## src/rtl/adc_fe_pkg.sv

```systemverilog
// adc_fe_pkg
// Items shared by the ADC front-end serializer files.
//   ser_state_e        : serializer FSM states (IDLE, SEND, TRAIN)
//   TRAIN_WORD_DEFAULT : default word repeated during lane training
//   slices_per_word()  : DDR slice cycles needed to send one sample word
package adc_fe_pkg;

    typedef enum logic [1:0] {
        IDLE  = 2'd0,
        SEND  = 2'd1,
        TRAIN = 2'd2
    } ser_state_e;

    localparam logic [31:0] TRAIN_WORD_DEFAULT = 32'hA5A5_0FF0;

    // Each slice cycle moves 2 bits per lane (one per DDR half-cycle).
    function automatic int slices_per_word(input int lanes, input int sample_w);
        return sample_w / (2 * lanes);
    endfunction

endpackage

```

## src/rtl/word_fifo2.sv

```systemverilog
// word_fifo2
// Two-entry synchronous FIFO with first-word-fall-through read data.
// A push and a pop in the same cycle are both honoured, including when the
// FIFO is full (the pop frees the slot the push fills).
// Ports:
//   clk, rst_n : clock, asynchronous active-low reset
//   push, din  : write strobe and data (ignored when full without a pop)
//   pop        : read strobe (ignored when empty)
//   dout       : head entry, valid while !empty
//   full/empty : occupancy flags from the registered count
module word_fifo2 #(
    parameter int W = 32
) (
    input  logic         clk,
    input  logic         rst_n,
    input  logic         push,
    input  logic [W-1:0] din,
    input  logic         pop,
    output logic [W-1:0] dout,
    output logic         full,
    output logic         empty
);

    logic [W-1:0] mem [2];
    logic         wr_ptr;
    logic         rd_ptr;
    logic [1:0]   count;
    logic         do_push;
    logic         do_pop;

    assign empty   = (count == 2'd0);
    assign full    = (count == 2'd2);
    assign do_pop  = pop && !empty;
    assign do_push = push && (!full || do_pop);
    assign dout    = mem[rd_ptr];

    always_ff @(posedge clk or negedge rst_n) begin
        if (!rst_n) begin
            wr_ptr <= 1'b0;
            rd_ptr <= 1'b0;
            count  <= 2'd0;
        end else begin
            if (do_push) wr_ptr <= ~wr_ptr;
            if (do_pop)  rd_ptr <= ~rd_ptr;
            case ({do_push, do_pop})
                2'b10:   count <= count + 2'd1;
                2'b01:   count <= count - 2'd1;
                default: count <= count;
            endcase
        end
    end

    // Storage needs no reset: entries are only read while counted valid.
    always_ff @(posedge clk) begin
        if (do_push) mem[wr_ptr] <= din;
    end

endmodule

```

## src/rtl/adc_lane_serializer.sv

```systemverilog
// adc_lane_serializer
// Sends parallel sample words out as per-lane DDR bit pairs on dco_clk.
// A word is cut into CYC = SAMPLE_W/(2*LANES) slices, lowest slice first;
// lane i carries slice bit 2i on bit_rise[i] and bit 2i+1 on bit_fall[i].
// train_req substitutes TRAIN_WORD at word boundaries without touching the
// queued data.
//
// Handshake: a word transfers on a rising edge where s_valid && s_ready.
// s_ready depends only on registered state (FIFO count, reset flag), never
// on s_valid; once s_valid is raised the word must be held until accepted.
//
// Optional feature macro: ADC_SER_UNDERRUN_CNT_EN
//   defined   -> 8-bit saturating underrun counter on underrun_cnt
//   undefined -> underrun_cnt tied to 0
//
// Ports:
//   dco_clk, rst_n     : clock, asynchronous active-low reset
//   s_word/s_valid     : input sample word and its valid
//   s_ready            : FIFO can take a word (0 while in reset)
//   train_req          : send TRAIN_WORD from the next word boundary on
//   bit_rise/bit_fall  : registered DDR bit pairs, one per lane
//   frame              : high on slice 0 of every transmitted word
//   tx_active          : a data or training word is on the outputs
//   underrun_cnt       : SEND -> IDLE boundaries caused by an empty FIFO
//   dbg_state          : current FSM state for observation
module adc_lane_serializer
    import adc_fe_pkg::*;
#(
    parameter int                    LANES      = 8,
    parameter int                    SAMPLE_W   = 32,
    parameter logic [SAMPLE_W-1:0]   TRAIN_WORD = SAMPLE_W'(TRAIN_WORD_DEFAULT)
) (
    input  logic                dco_clk,
    input  logic                rst_n,
    input  logic [SAMPLE_W-1:0] s_word,
    input  logic                s_valid,
    output logic                s_ready,
    input  logic                train_req,
    output logic [LANES-1:0]    bit_rise,
    output logic [LANES-1:0]    bit_fall,
    output logic                frame,
    output logic                tx_active,
    output logic [7:0]          underrun_cnt,
    output ser_state_e          dbg_state
);

    localparam int SLICE_W = 2 * LANES;
    localparam int CYC     = slices_per_word(LANES, SAMPLE_W);
    localparam int CNT_W   = (CYC > 1) ? $clog2(CYC) : 1;
    localparam logic [CNT_W-1:0] LAST_CNT = CNT_W'(CYC - 1);

    ser_state_e          state;
    ser_state_e          state_next;
    logic [CNT_W-1:0]    slice_cnt;
    logic [CNT_W-1:0]    slice_cnt_d;
    logic [SAMPLE_W-1:0] shreg;
    logic [SAMPLE_W-1:0] shreg_d;
    logic [SAMPLE_W-1:0] word_src;
    logic [SLICE_W-1:0]  slice_d;
    logic [LANES-1:0]    rise_d;
    logic [LANES-1:0]    fall_d;
    logic                frame_d;
    logic                tx_active_d;
    logic                decision;
    logic                fifo_pop;
    logic                fifo_push;
    logic [SAMPLE_W-1:0] fifo_dout;
    logic                fifo_full;
    logic                fifo_empty;
    logic                ready_q;

    // ---------------------------------------------------------------
    // Input buffering
    // ---------------------------------------------------------------
    // ready_q keeps s_ready low during reset and rises at the first edge
    // after release.
    always_ff @(posedge dco_clk or negedge rst_n) begin
        if (!rst_n) ready_q <= 1'b0;
        else        ready_q <= 1'b1;
    end

    assign s_ready   = ready_q && !fifo_full;
    assign fifo_push = s_valid && s_ready;

    word_fifo2 #(
        .W (SAMPLE_W)
    ) u_fifo (
        .clk   (dco_clk),
        .rst_n (rst_n),
        .push  (fifo_push),
        .din   (s_word),
        .pop   (fifo_pop),
        .dout  (fifo_dout),
        .full  (fifo_full),
        .empty (fifo_empty)
    );

    // ---------------------------------------------------------------
    // FSM
    // ---------------------------------------------------------------
    // A new word may start every cycle in IDLE, otherwise only when the
    // last slice of the current word is on the outputs.
    assign decision  = (state == IDLE) || (slice_cnt == LAST_CNT);
    assign dbg_state = state;

    always_ff @(posedge dco_clk or negedge rst_n) begin
        if (!rst_n) state <= IDLE;
        else        state <= state_next;
    end

    always_comb begin
        state_next = state;
        fifo_pop   = 1'b0;
        if (decision) begin
            if (train_req) begin
                state_next = TRAIN;
            end else if (!fifo_empty) begin
                state_next = SEND;
                fifo_pop   = 1'b1;
            end else begin
                state_next = IDLE;
            end
        end
    end

    // Next values for the registered outputs and the slice shifter. On a
    // decision edge slice 0 of the chosen word goes straight out, and the
    // remaining slices are parked in shreg.
    always_comb begin
        word_src    = '0;
        slice_d     = '0;
        shreg_d     = '0;
        slice_cnt_d = '0;
        frame_d     = 1'b0;
        tx_active_d = 1'b0;
        if (decision) begin
            if (state_next != IDLE) begin
                word_src    = (state_next == TRAIN) ? TRAIN_WORD : fifo_dout;
                slice_d     = word_src[SLICE_W-1:0];
                shreg_d     = word_src >> SLICE_W;
                frame_d     = 1'b1;
                tx_active_d = 1'b1;
            end
        end else begin
            slice_d     = shreg[SLICE_W-1:0];
            shreg_d     = shreg >> SLICE_W;
            slice_cnt_d = slice_cnt + CNT_W'(1);
            tx_active_d = 1'b1;
        end
    end

    // Lane mapping: even slice bits on the rising half, odd on the falling.
    always_comb begin
        rise_d = '0;
        fall_d = '0;
        for (int i = 0; i < LANES; i++) begin
            rise_d[i] = slice_d[2*i];
            fall_d[i] = slice_d[2*i+1];
        end
    end

    // Datapath registers. Reset clears the shifter too, so a word cut by
    // reset leaves nothing behind.
    always_ff @(posedge dco_clk or negedge rst_n) begin
        if (!rst_n) begin
            bit_rise  <= '0;
            bit_fall  <= '0;
            frame     <= 1'b0;
            tx_active <= 1'b0;
            shreg     <= '0;
            slice_cnt <= '0;
        end else begin
            bit_rise  <= rise_d;
            bit_fall  <= fall_d;
            frame     <= frame_d;
            tx_active <= tx_active_d;
            shreg     <= shreg_d;
            slice_cnt <= slice_cnt_d;
        end
    end

    // ---------------------------------------------------------------
    // Underrun counter
    // ---------------------------------------------------------------
`ifdef ADC_SER_UNDERRUN_CNT_EN
    logic       underrun_evt;
    logic [7:0] underrun_q;

    // Only a data stream running dry counts; leaving TRAIN does not.
    assign underrun_evt = decision && (state == SEND) && (state_next == IDLE);

    always_ff @(posedge dco_clk or negedge rst_n) begin
        if (!rst_n) begin
            underrun_q <= 8'd0;
        end else if (underrun_evt && (underrun_q != 8'hFF)) begin
            underrun_q <= underrun_q + 8'd1;
        end
    end

    assign underrun_cnt = underrun_q;
`else
    assign underrun_cnt = 8'd0;
`endif

endmodule

```

## config.mk

```make
export PLATFORM = sky130hd
export DESIGN_NAME = adc_lane_serializer
export DESIGN_NICKNAME = d
export VERILOG_FILES = /design/src/rtl/adc_fe_pkg.sv /design/src/rtl/word_fifo2.sv /design/src/rtl/adc_lane_serializer.sv
export SDC_FILE = /design/constraint.sdc
export NUM_CORES = 1
export LEC_CHECK = 0
export CAP_MARGIN = 20
export CORE_ASPECT_RATIO = 0.8
export CORE_MARGIN = 5
export CORE_UTILIZATION = 40
export DETAILED_ROUTE_END_ITERATION = 7
export GPL_TIMING_DRIVEN = 0
export HOLD_SLACK_MARGIN = 0.1
export PLACE_DENSITY = 0.68
export SLEW_MARGIN = 20
export SYNTH_ARGS = -nofsm -noshare
export SYNTH_HDL_FRONTEND = slang
export SYNTH_HIERARCHICAL = 1
export SYNTH_SLANG_ARGS = --single-unit
```

## constraint.sdc

```tcl
create_clock -name dco_clk -period 4.8 [get_ports dco_clk]
set_input_delay 0.48 -clock dco_clk [delete_from_list [all_inputs] [get_ports dco_clk]]
set_output_delay 0.48 -clock dco_clk [all_outputs]
set_load 0.03 [all_outputs]
```

Word-level counts from Yosys, hierarchy flattened
Memories as Yosys holds them, arrays and structs flattened.
Cells that the tools add are included.
- bits of input ports: 36
- RAM bits: 64
- output and inout bits: 29
- word-level logic and storage cells: 51
- memories: 1
- flip-flop bits (word level): 58
- memory list (memory ; depth ; bits a word ; read ports ; clocked after Yosys merged registers in ; wr ports ; RTL line ; text):
    u_fifo.mem ; 2 ; 32 ; 1 ; 0 ; 1 ; word_fifo2.sv:24 ; logic [W-1:0] mem [2];
- multiplexer cells: 18
- add/subtract/negate cells: 3
- bitwise logic cells: 2
- equality and inequality tests: 4
- reductions and logical operators: 12
- operators by type and width (kind ; number):
    two-way mux 32 bit ; 2
    two-way mux 16 bit ; 3
    two-way mux 1 bit ; 10
    equality test 2 bit, second input constant ; 3
    logical AND 1 bit ; 4
    logical NOT 2 bit ; 2
    two-way mux 2 bit ; 2
    one-hot mux 2 bit (2 select lines) ; 1
    nonzero test 2 bit ; 2
    adder 2 x 1 -> 2 bit, second input constant ; 1
    equality test 2 x 1 -> 1 bit, second input constant ; 1
    logical NOT 1 bit ; 2
    logical OR 1 bit ; 2
    inverter 1 bit ; 2
    subtractor 2 x 1 -> 2 bit, second input constant ; 1
    adder 1 bit, second input constant ; 1

Depth between registers and ports, before layout
Gate-level depths: netlist of run 1.
- depth in word-level cells: 9
- mapped depth: 9

Cells and area by module
Netlist of run 1, hierarchy kept.
- by module, submodules not included (module ; cells an instance ; area an instance (um^2) ; times used ; seq. area each (um^2)):
    word_fifo2 ; 119 ; 2680.1 ; 1 ; 2021.9
    adc_lane_serializer ; 133 ; 1496.4 ; 1 ; 950.9

Least setup slack after synthesis of run 1
No wires, ideal clock.
- kind: reg-to-reg
- start: register u_fifo.count[0]
- end: memory u_fifo.mem[1][0] (enable)
- required time: 4379 ps
- period minus slack after synthesis: 3163 ps
- cell stages (with the launch flop): 7
- library setup time: 421 ps
- path slack: 1637 ps
- buffers on the path: 0
- data arrival time: 2742 ps
- cells stage by stage: dfrtp_1 -> nand2b_4 -> inv_1 -> nor2b_1 -> and2_1 -> o21ai_4 -> nor2_1
- elaborated cells on any way between the ends: 14
- those cells by class: 1 x eq/ne; 5 x mux; 8 x reduce/logical
- RTL lines (item ; RTL line ; text):
    start: declaration ; word_fifo2.sv:27 ; logic [1:0] count;
    start signal: assignment ; word_fifo2.sv:46 ; 2'b10: count <= count + 2'd1;
    start signal: assignment ; word_fifo2.sv:47 ; 2'b01: count <= count - 2'd1;
    start signal: assignment ; word_fifo2.sv:48 ; default: count <= count;
    equality test 2 bit ; word_fifo2.sv:32 ; assign full = (count == 2'd2);
    via fifo_full ; adc_lane_serializer.sv:68 ; logic fifo_full;
    logical NOT 1 bit ; adc_lane_serializer.sv:82 ; assign s_ready = ready_q && !fifo_full;
    logical AND 1 bit ; adc_lane_serializer.sv:82 ;
    via s_ready ; adc_lane_serializer.sv:37 ; output logic s_ready,
    logical AND 1 bit ; adc_lane_serializer.sv:83 ; assign fifo_push = s_valid && s_ready;
    via fifo_push ; adc_lane_serializer.sv:66 ; logic fifo_push;
    logical AND 1 bit ; word_fifo2.sv:34 ; assign do_push = push && (!full || do_pop);
    two-way mux 1 bit ; word_fifo2.sv:55 ; if (do_push) mem[wr_ptr] <= din;
    two-way mux 1 bit (not written as such) ; word_fifo2.sv:55 ;
    end: declaration ; word_fifo2.sv:24 ;
The timed path passes the listed nets, and every way through them passes these cells.

Final worst setup path of run 1
- start: register state[0] (netlist: dbg_state[0])
- end: memory u_fifo.mem[0][12] (enable)
- longest elaborated chain between the ends: 8
- ends and longest elaborated chain (item ; RTL line ; text):
    start: declaration ; adc_lane_serializer.sv:52 ; ser_state_e state;
    start signal: assignment ; adc_lane_serializer.sv:108 ; else state <= state_next;
    logical NOT 2 bit ; adc_lane_serializer.sv:103 ; assign decision = (state == IDLE) || (slice_cnt == LAST_CNT);
    logical OR 1 bit ; adc_lane_serializer.sv:103 ;
    two-way mux 1 bit ; adc_lane_serializer.sv:114 ; if (decision) begin
    via fifo_pop ; adc_lane_serializer.sv:65 ; logic fifo_pop;
    logical AND 1 bit ; word_fifo2.sv:33 ; assign do_pop = pop && !empty;
    logical OR 1 bit ; word_fifo2.sv:34 ;
    logical AND 1 bit ; word_fifo2.sv:34 ;
    two-way mux 1 bit ; word_fifo2.sv:55 ;
    two-way mux 1 bit (not written as such) ; word_fifo2.sv:55 ;
The timed path passes the listed nets, and every way through them passes these cells.

==> reports/results.ini, run 1 <==
[cells_and_area]
area_growth_pct = 28.2
fill_cells = 883
final_core_util_pct = 52.3
antenna_cells = 0
drive_gt1_share_pct = 23.6
final_nets = 367

[synthesis]
syn_area_um2 = 4180
synth_flop_cell = edfxtp_1
yosys_warnings = 6
netlist_top_cells_count = edfxtp_1, dfrtp_1, mux2_4
synth_area_leader_cell = edfxtp_1
yosysTopAreaCellShare_pct = 46.0
synth_area_per_cell_um2 = 16.6
synth_cell_types = 35
netlist_instances = 252
synth_seq_cells = 106
async_flop_share_pct = 39.6
ys_seq_area_share_pct = 71.2
yosysMostFrequentCell = edfxtp_1
synthTopCellsByArea = edfxtp_1, dfrtp_1, mux2_4
synth_edf_count = 64

[power]
seq_power_share_pct = 39.0
comb_power_share_pct = 37.9
p_sw_mw = 1.07
p_sw_share_pct = 32.3
internal_power_mw = 2.24
peakVddDrop_mv = 0.257
powerDensity_nw_per_um2 = 618
clockPowerShare_pct = 23.1
power.leakage_nw = 2.17

[die]
die_w_um = 124
row_count = 33
initial_utilization_pct = 40.8
ios = 65
fp.coreArea_um2 = 10200
die_area_um2 = 12600
die_h_um = 101

[sta]
grt_setup_unrepaired = no
finalHoldViolCount = 0
fmax_ghz = 0.423
worstMarginPinSlew_ps = 529
layout_min_cycle_time_ps = 2360
tns_ps = 0
post-route-period-util_pct = 49.2
clock_skew_ps = 7.81
setup_viol = 0
max_slew_margin_pct = 64.7
maxSlewViolCount = 0

[placement]
port_buffers = 56
gp_congestion = 0.752
hpwl_um = 5220

[cts]
cts_buffer_depth = 2
cts_root_buf = clkbuf_16
cts_tree = yes
htreeDepth = 3
cts_sinks = 106
cts_buffers = 9
cts_setup_buffers = 0
clkTransAtPathRegs_ps = 70
worstSkewPairLatency_ps = 340

[global_routing]
track_usage_pct = 12.5
first_global_vias = 2232
grt_max_degree = 32
antenna_found_initial = 0
grt_pass1_wl_um = 12000
grt_overflow = 0

[worst_setup_path]
required_ps = 4840
cp-end-kind = register
path_max_fanout = 19
criticalPathCategory = reg -> reg
arrival_ps = 2410
cp-start-kind = register

[run_status]
status = complete, no violations

[drt]
vias_per_cell = 4.55
drtIter0Drc = 108
wirelength_um = 7510
ant_nets = 0
route.detailed.drc = 0
dr.pass1.iters = 4
wl_per_cell_um = 15.8
vias = 2162

[flow_run]
max_cap_violations = 0

[worst_hold_path]
hold_path.class = reg -> reg

[critical path, stage by stage, from the launching register on]
cell and delay, ps:
dfrtp_1 440, o21bai_4 290, inv_4 130, buf_6 170, nor3_2 220, o21ai_4 140
nor2_4 430, buf_16 230
[state kept, by name, indices dropped and copies added, names as in the netlist]
register       cells
frame              1
dbg_state          2
bit_fall           8
u_fifo/mem        64
u_fifo/wr_ptr      1
u_fifo/rd_ptr      1
shreg             16
u_fifo/count       2
tx_active          1
slice_cnt          1
ready_q            1
bit_rise           8
[logic make-up (layout without fill, tap and decap cells)]
logic type               after synthesis  after routing  share of synthesized area, %
XOR/XNOR                               5              5                          1.05
AO/OA/AOI/OAI                         26             26                          4.19
multiplexers                          32             32                          11.2
AND/OR/NAND/NOR                       59             59                          7.37
buffers and inverters                 21             97                          4.49
adder cells (fa/ha/maj)                1              1                         0.300
other                                  2              9                         0.180
flip-flops                           106            106                          71.2
[stage by stage]
stage | setup WS [ps] | cells | area (µm²) | power [mW] | hold WS (ps)
6_report | 2440 | 475 | 5360 | 3.31 | 444
5_1_grt | 2260 | 475 | 5360 | 3.49 | 470
3_3_place_gp | 462 | 455 | 4940 | 2.54 | 430
2_1_floorplan | 1640 | 259 | 4200 | 2.17 | 184
3_5_place_dp | 2100 | 458 | 5020 | 2.58 | 383
4_1_cts | 2380 | 475 | 5360 | 3.36 | 445
[cells in the final DEF, fill, tap and decap left out, types with 2 or more instances in the layout]
cell and n:
edfxtp_1 64, o21ai_1 2, xnor2_1 3, buf_12 4, xor2_1 2, nand2_1 28, and3_1 8, clkinv_4 2
inv_1 3, o21a_1 8, nand3_1 8, buf_16 2, clkbuf_16 10, dfrtp_1 42, nand2b_1 2, buf_6 3
mux2_4 29, nor2_1 2, conb_1 9, a21oi_1 8, mux2_2 3, buf_2 2, clkdlybuf4s50_1 55, buf_4 9
o21ai_0 6, nor2_4 2
[metal layers]
| metal | wire length (µm) | part of all wire, % | up-vias | GRT usage, % |
|---|---|---|---|---|
| met1 | 3740 | 50 | 1062 | 17.0 |
| met3 | 289 | 3.8 | 11 | 4.16 |
| met5 | 0 | 0 | - | 0 |
| met4 | 108 | 1.4 | 0 | 3.96 |
| li1 | - | - | 1037 | - |
| met2 | 3380 | 45 | 52 | 19.2 |
[final timing paths]
kind	start	end	slack [ps]	depth (start not counted)
max	dbg_state[0]$_DFF_PN0_	u_fifo/mem[0][12]$_DFFE_PP_	2440	7
min	shreg[0]$_DFF_PN0_	bit_rise[0]$_DFF_PN0_	440	2
max reg2reg	dbg_state[0]$_DFF_PN0_	u_fifo/mem[0][12]$_DFFE_PP_	2440	7
min reg2reg	shreg[0]$_DFF_PN0_	bit_rise[0]$_DFF_PN0_	440	2
max in group asynchronous	rst_n	shreg[15]$_DFF_PN0_	3780	3
min in group asynchronous	rst_n	bit_fall[2]$_DFF_PN0_	550	2
[cell type report]
class                           instances  area, µm²  share of cell area [%]
Clock buffer                           10        250                    4.67
Tap cell                              140        175                    3.27
Sequential cell                       106       2970                    55.5
Clock inverter                          6       71.3                    1.33
Multi-Input combinational cell        132       1060                    19.7
Inverter                                4       17.5                   0.327
Buffer                                 17        170                    3.18
Timing Repair Buffer                   60        641                    12.0
[power by group through the flow]
stage	Sequential [mW]	Clock [mW]	Combinational, mW
3_5_place_dp	1.31	0	1.27
3_3_place_gp	1.31	0	1.23
2_1_floorplan	1.46	0	0.712
5_1_grt	1.32	0.823	1.35
4_1_cts	1.29	0.785	1.28
6_report	1.29	0.764	1.26
[what timing repair did]
item	4_1_cts	5_1_grt
endpoints found under the setup margin	0	0
hold buffers	1	0
endpoints found under the hold margin	11	0
gates resized for setup	0	0
Power figures use the tool's default switching activity.
==> inputs of run 2 (changes only) <==
==> constraint.sdc (replaced) <==
create_clock -name dco_clk -period 2.3 [get_ports dco_clk]
set_input_delay 0.23 -clock dco_clk [delete_from_list [all_inputs] [get_ports dco_clk]]
set_output_delay 0.23 -clock dco_clk [all_outputs]
set_load 0.03 [all_outputs]
==> run 2 against run 1 <==
Net effect: count of clock-buffer cells in the layout stayed put; utilization is 1.0 points higher; hold slack worse by 120 ps; largest cell class unchanged.
==> reports/results.ini, run 2 (same netlist as run 1, synthesis figures left out) <==
[cells_and_area]
largest-register = u_fifo/mem
stdcell_count = 482  ; +1.5%
finalInstanceArea_um2 = 5460  ; +1.9%
largest_reg_flops = 64  ; unchanged
final_nets = 374  ; +1.9%
fill_cells = 873  ; -1.1%
drive_gt1_share_pct = 25.1  ; +1.6 points
final_common_cell = edfxtp_1
antenna_cells = 0  ; unchanged
area_growth_pct = 30.7
layout_common_cells = edfxtp_1, clkdlybuf4s50_1, dfrtp_1
largestRegisters = u_fifo/mem: 64 flops, shreg: 16 flops

[placement]
place_ws_ps = -316  ; -2410 ps
gp_congestion = 0.765  ; +1.8%
hpwl_um = 5380  ; +3.2%
port_buffers = 56  ; unchanged
dp.cells = 458  ; unchanged
dpl-instance-area_um2 = 5020  ; unchanged

[drt]
dr.pass1.iters = 4  ; unchanged
route.detailed.drc = 0  ; unchanged
vias_per_cell = 4.55  ; about the same
ant_nets = 0  ; unchanged
wl_per_cell_um = 16.0  ; +1.3%
vias = 2195  ; +1.5%
drtIter0Drc = 131  ; +21%
wirelength_um = 7720  ; +2.7%

[worst_setup_path]
critical_path.top_delay_family = simple AND/OR/NAND/NOR gates
critPathMaxStageDelay_ps = 420  ; -20 ps
path_max_fanout = 10  ; -9
worst-path-buf-inv = 2  ; -1
required_ps = 2510  ; -2330 ps
slowest_stage = dfrtp_1
crit_chain = o21bai_4 > inv_4 > buf_6 > nor3_2 > nor2b_2 > ha_1 > xnor2_1 > nor2_1 > xor2_1
cp-start-kind = register
cp-end-kind = register
arrival_ps = 2300  ; -110 ps
criticalPathCategory = reg -> reg

[cts]
cts_root_buf = clkbuf_16
cts_buffer_depth = 2  ; unchanged
cts_sinks = 106  ; unchanged
clkTransAtPathRegs_ps = 70  ; about the same
worstSkewPairLatency_ps = 330  ; about the same
htreeDepth = 3  ; unchanged
cts_resized = 0  ; unchanged
cts_buffers = 9  ; unchanged
cts_tree = yes

[sta]
maxSlewViolCount = 0  ; unchanged
fmax_ghz = 0.477  ; +13%
grt_setup_unrepaired = no
layout_min_cycle_time_ps = 2100  ; -267 ps
setup_ws_ps = 203  ; -2230 ps
setup_viol = 0  ; unchanged
worstMarginPinSlew_ps = 535  ; +6.25 ps
max_slew_margin_pct = 64.3  ; -0.33 points
post-route-period-util_pct = 91.2  ; +42 points
clock_skew_ps = 6.40  ; -1.41 ps
finalHoldViolCount = 0  ; unchanged

[power]
p_sw_share_pct = 31.9  ; -0.49 points
internal_power_mw = 4.86  ; +120%
power.leakage_nw = 2.22  ; +2.3%
p_sw_mw = 2.27  ; +110%
peakVddDrop_mv = 0.489  ; +90%
powerDensity_nw_per_um2 = 1310  ; +110%
seq_power_share_pct = 37.7  ; -1.3 points
clockPowerShare_pct = 23.6  ; +0.5 points
comb_power_share_pct = 38.7  ; +0.8 points

[global_routing]
track_usage_pct = 12.6  ; +0.088 points
first_global_vias = 2353  ; +5.4%
antenna_found_initial = 0  ; unchanged
grt_overflow = 0  ; unchanged
grt_max_degree = 32  ; unchanged
grt_pass1_wl_um = 12300  ; +2.5%

[die]
die_h_um = 101  ; unchanged
row_count = 33  ; unchanged
fp.coreArea_um2 = 10200  ; unchanged
ios = 65  ; unchanged
die_w_um = 124  ; unchanged
die_area_um2 = 12600  ; unchanged
initial_utilization_pct = 40.8  ; unchanged

[worst_hold_path]
hold_path.class = in -> async

[run_status]
status = complete, no violations

[flow_run]
max_cap_violations = 0  ; unchanged

run 2: changes by cell type in the layout (fill, tap and decap cells not counted), sizes merged:
cell    previous run  this run
buf               20        27
clkinv             3         2
bufinv             1         2
run 2: area by class of cell:
cell class | count | area (µm²) | share of cell area, %
clock buffers | 10 | 250 | 4.59
clock inverters | 6 | 96.3 | 1.77
repair buffers | 67 | 718 | 13.2
well taps | 140 | 175 | 3.21
multi-input cells | 132 | 1060 | 19.4
inverters | 4 | 17.5 | 0.321
flip-flops and latches | 106 | 2970 | 54.5
plain buffers | 17 | 170 | 3.12
run 2: power by group through the flow:
stage | registers [mW] | clock network [mW] | logic, mW
floorplan | 3.04 | 0 | 1.49
global placement | 2.72 | 0 | 2.58
detailed placement | 2.73 | 0 | 2.68
CTS | 2.69 | 1.73 | 2.73
global route | 2.74 | 1.81 | 2.95
finish | 2.69 | 1.69 | 2.76
run 2: path summary, 6_finish.rpt:
check                                             from                           to  slack (ps)  cells after the start
worst max-delay path            dbg_state[1]$_DFF_PN0_  u_fifo/count[1]$_DFFE_PN0P_         200                      9
worst min-delay path                             rst_n        bit_rise[4]$_DFF_PN0_         320                      2
worst min register to register      shreg[1]$_DFF_PN0_        bit_fall[0]$_DFF_PN0_         440                      2
worst max register to register  dbg_state[1]$_DFF_PN0_  u_fifo/count[1]$_DFFE_PN0P_         200                      9
max in group asynchronous                        rst_n       dbg_state[0]$_DFF_PN0_        1510                      3
min in group dco_clk                shreg[1]$_DFF_PN0_        bit_fall[0]$_DFF_PN0_         440                      2
run 2: per-layer routing:
layer | global-route usage, % | up-vias | wire length [µm]
met5 | 0 | - | 0
met4 | 3.03 | 0 | 51
met3 | 3.69 | 5 | 274
met2 | 20.8 | 43 | 3700
met1 | 16.6 | 1093 | 3690
li1 | - | 1054 | -
run 2: stage by stage:
step	setup TNS [ps]	util [%]	total power, mW	hold WS [ps]
after global placement	-65020	48.3	5.30	427
after global routing	0	53.3	7.49	354
after detailed placement	-14290	49.1	5.41	140
after CTS	0	53.1	7.16	319
final	0	53.3	7.13	323
after floorplan	-21250	-	4.53	-65.6
run 2: worst register-to-register path, stage by stage, from the launching register on:
cell      delay [ps]
dfrtp_1          420
o21bai_4         230
inv_4            110
buf_6            160
nor3_2           240
nor2b_2          250
ha_1             200
xnor2_1          140
nor2_1            70
xor2_1           150
run 2: what timing repair did:
item                                   4_1_cts  5_1_grt
endpoints found under the hold margin       42        0
hold buffers                                 1        0
setup endpoints to repair                   64        1
gates cloned                                 0        0
pin swaps                                    2        1
buffers inserted                             4        3
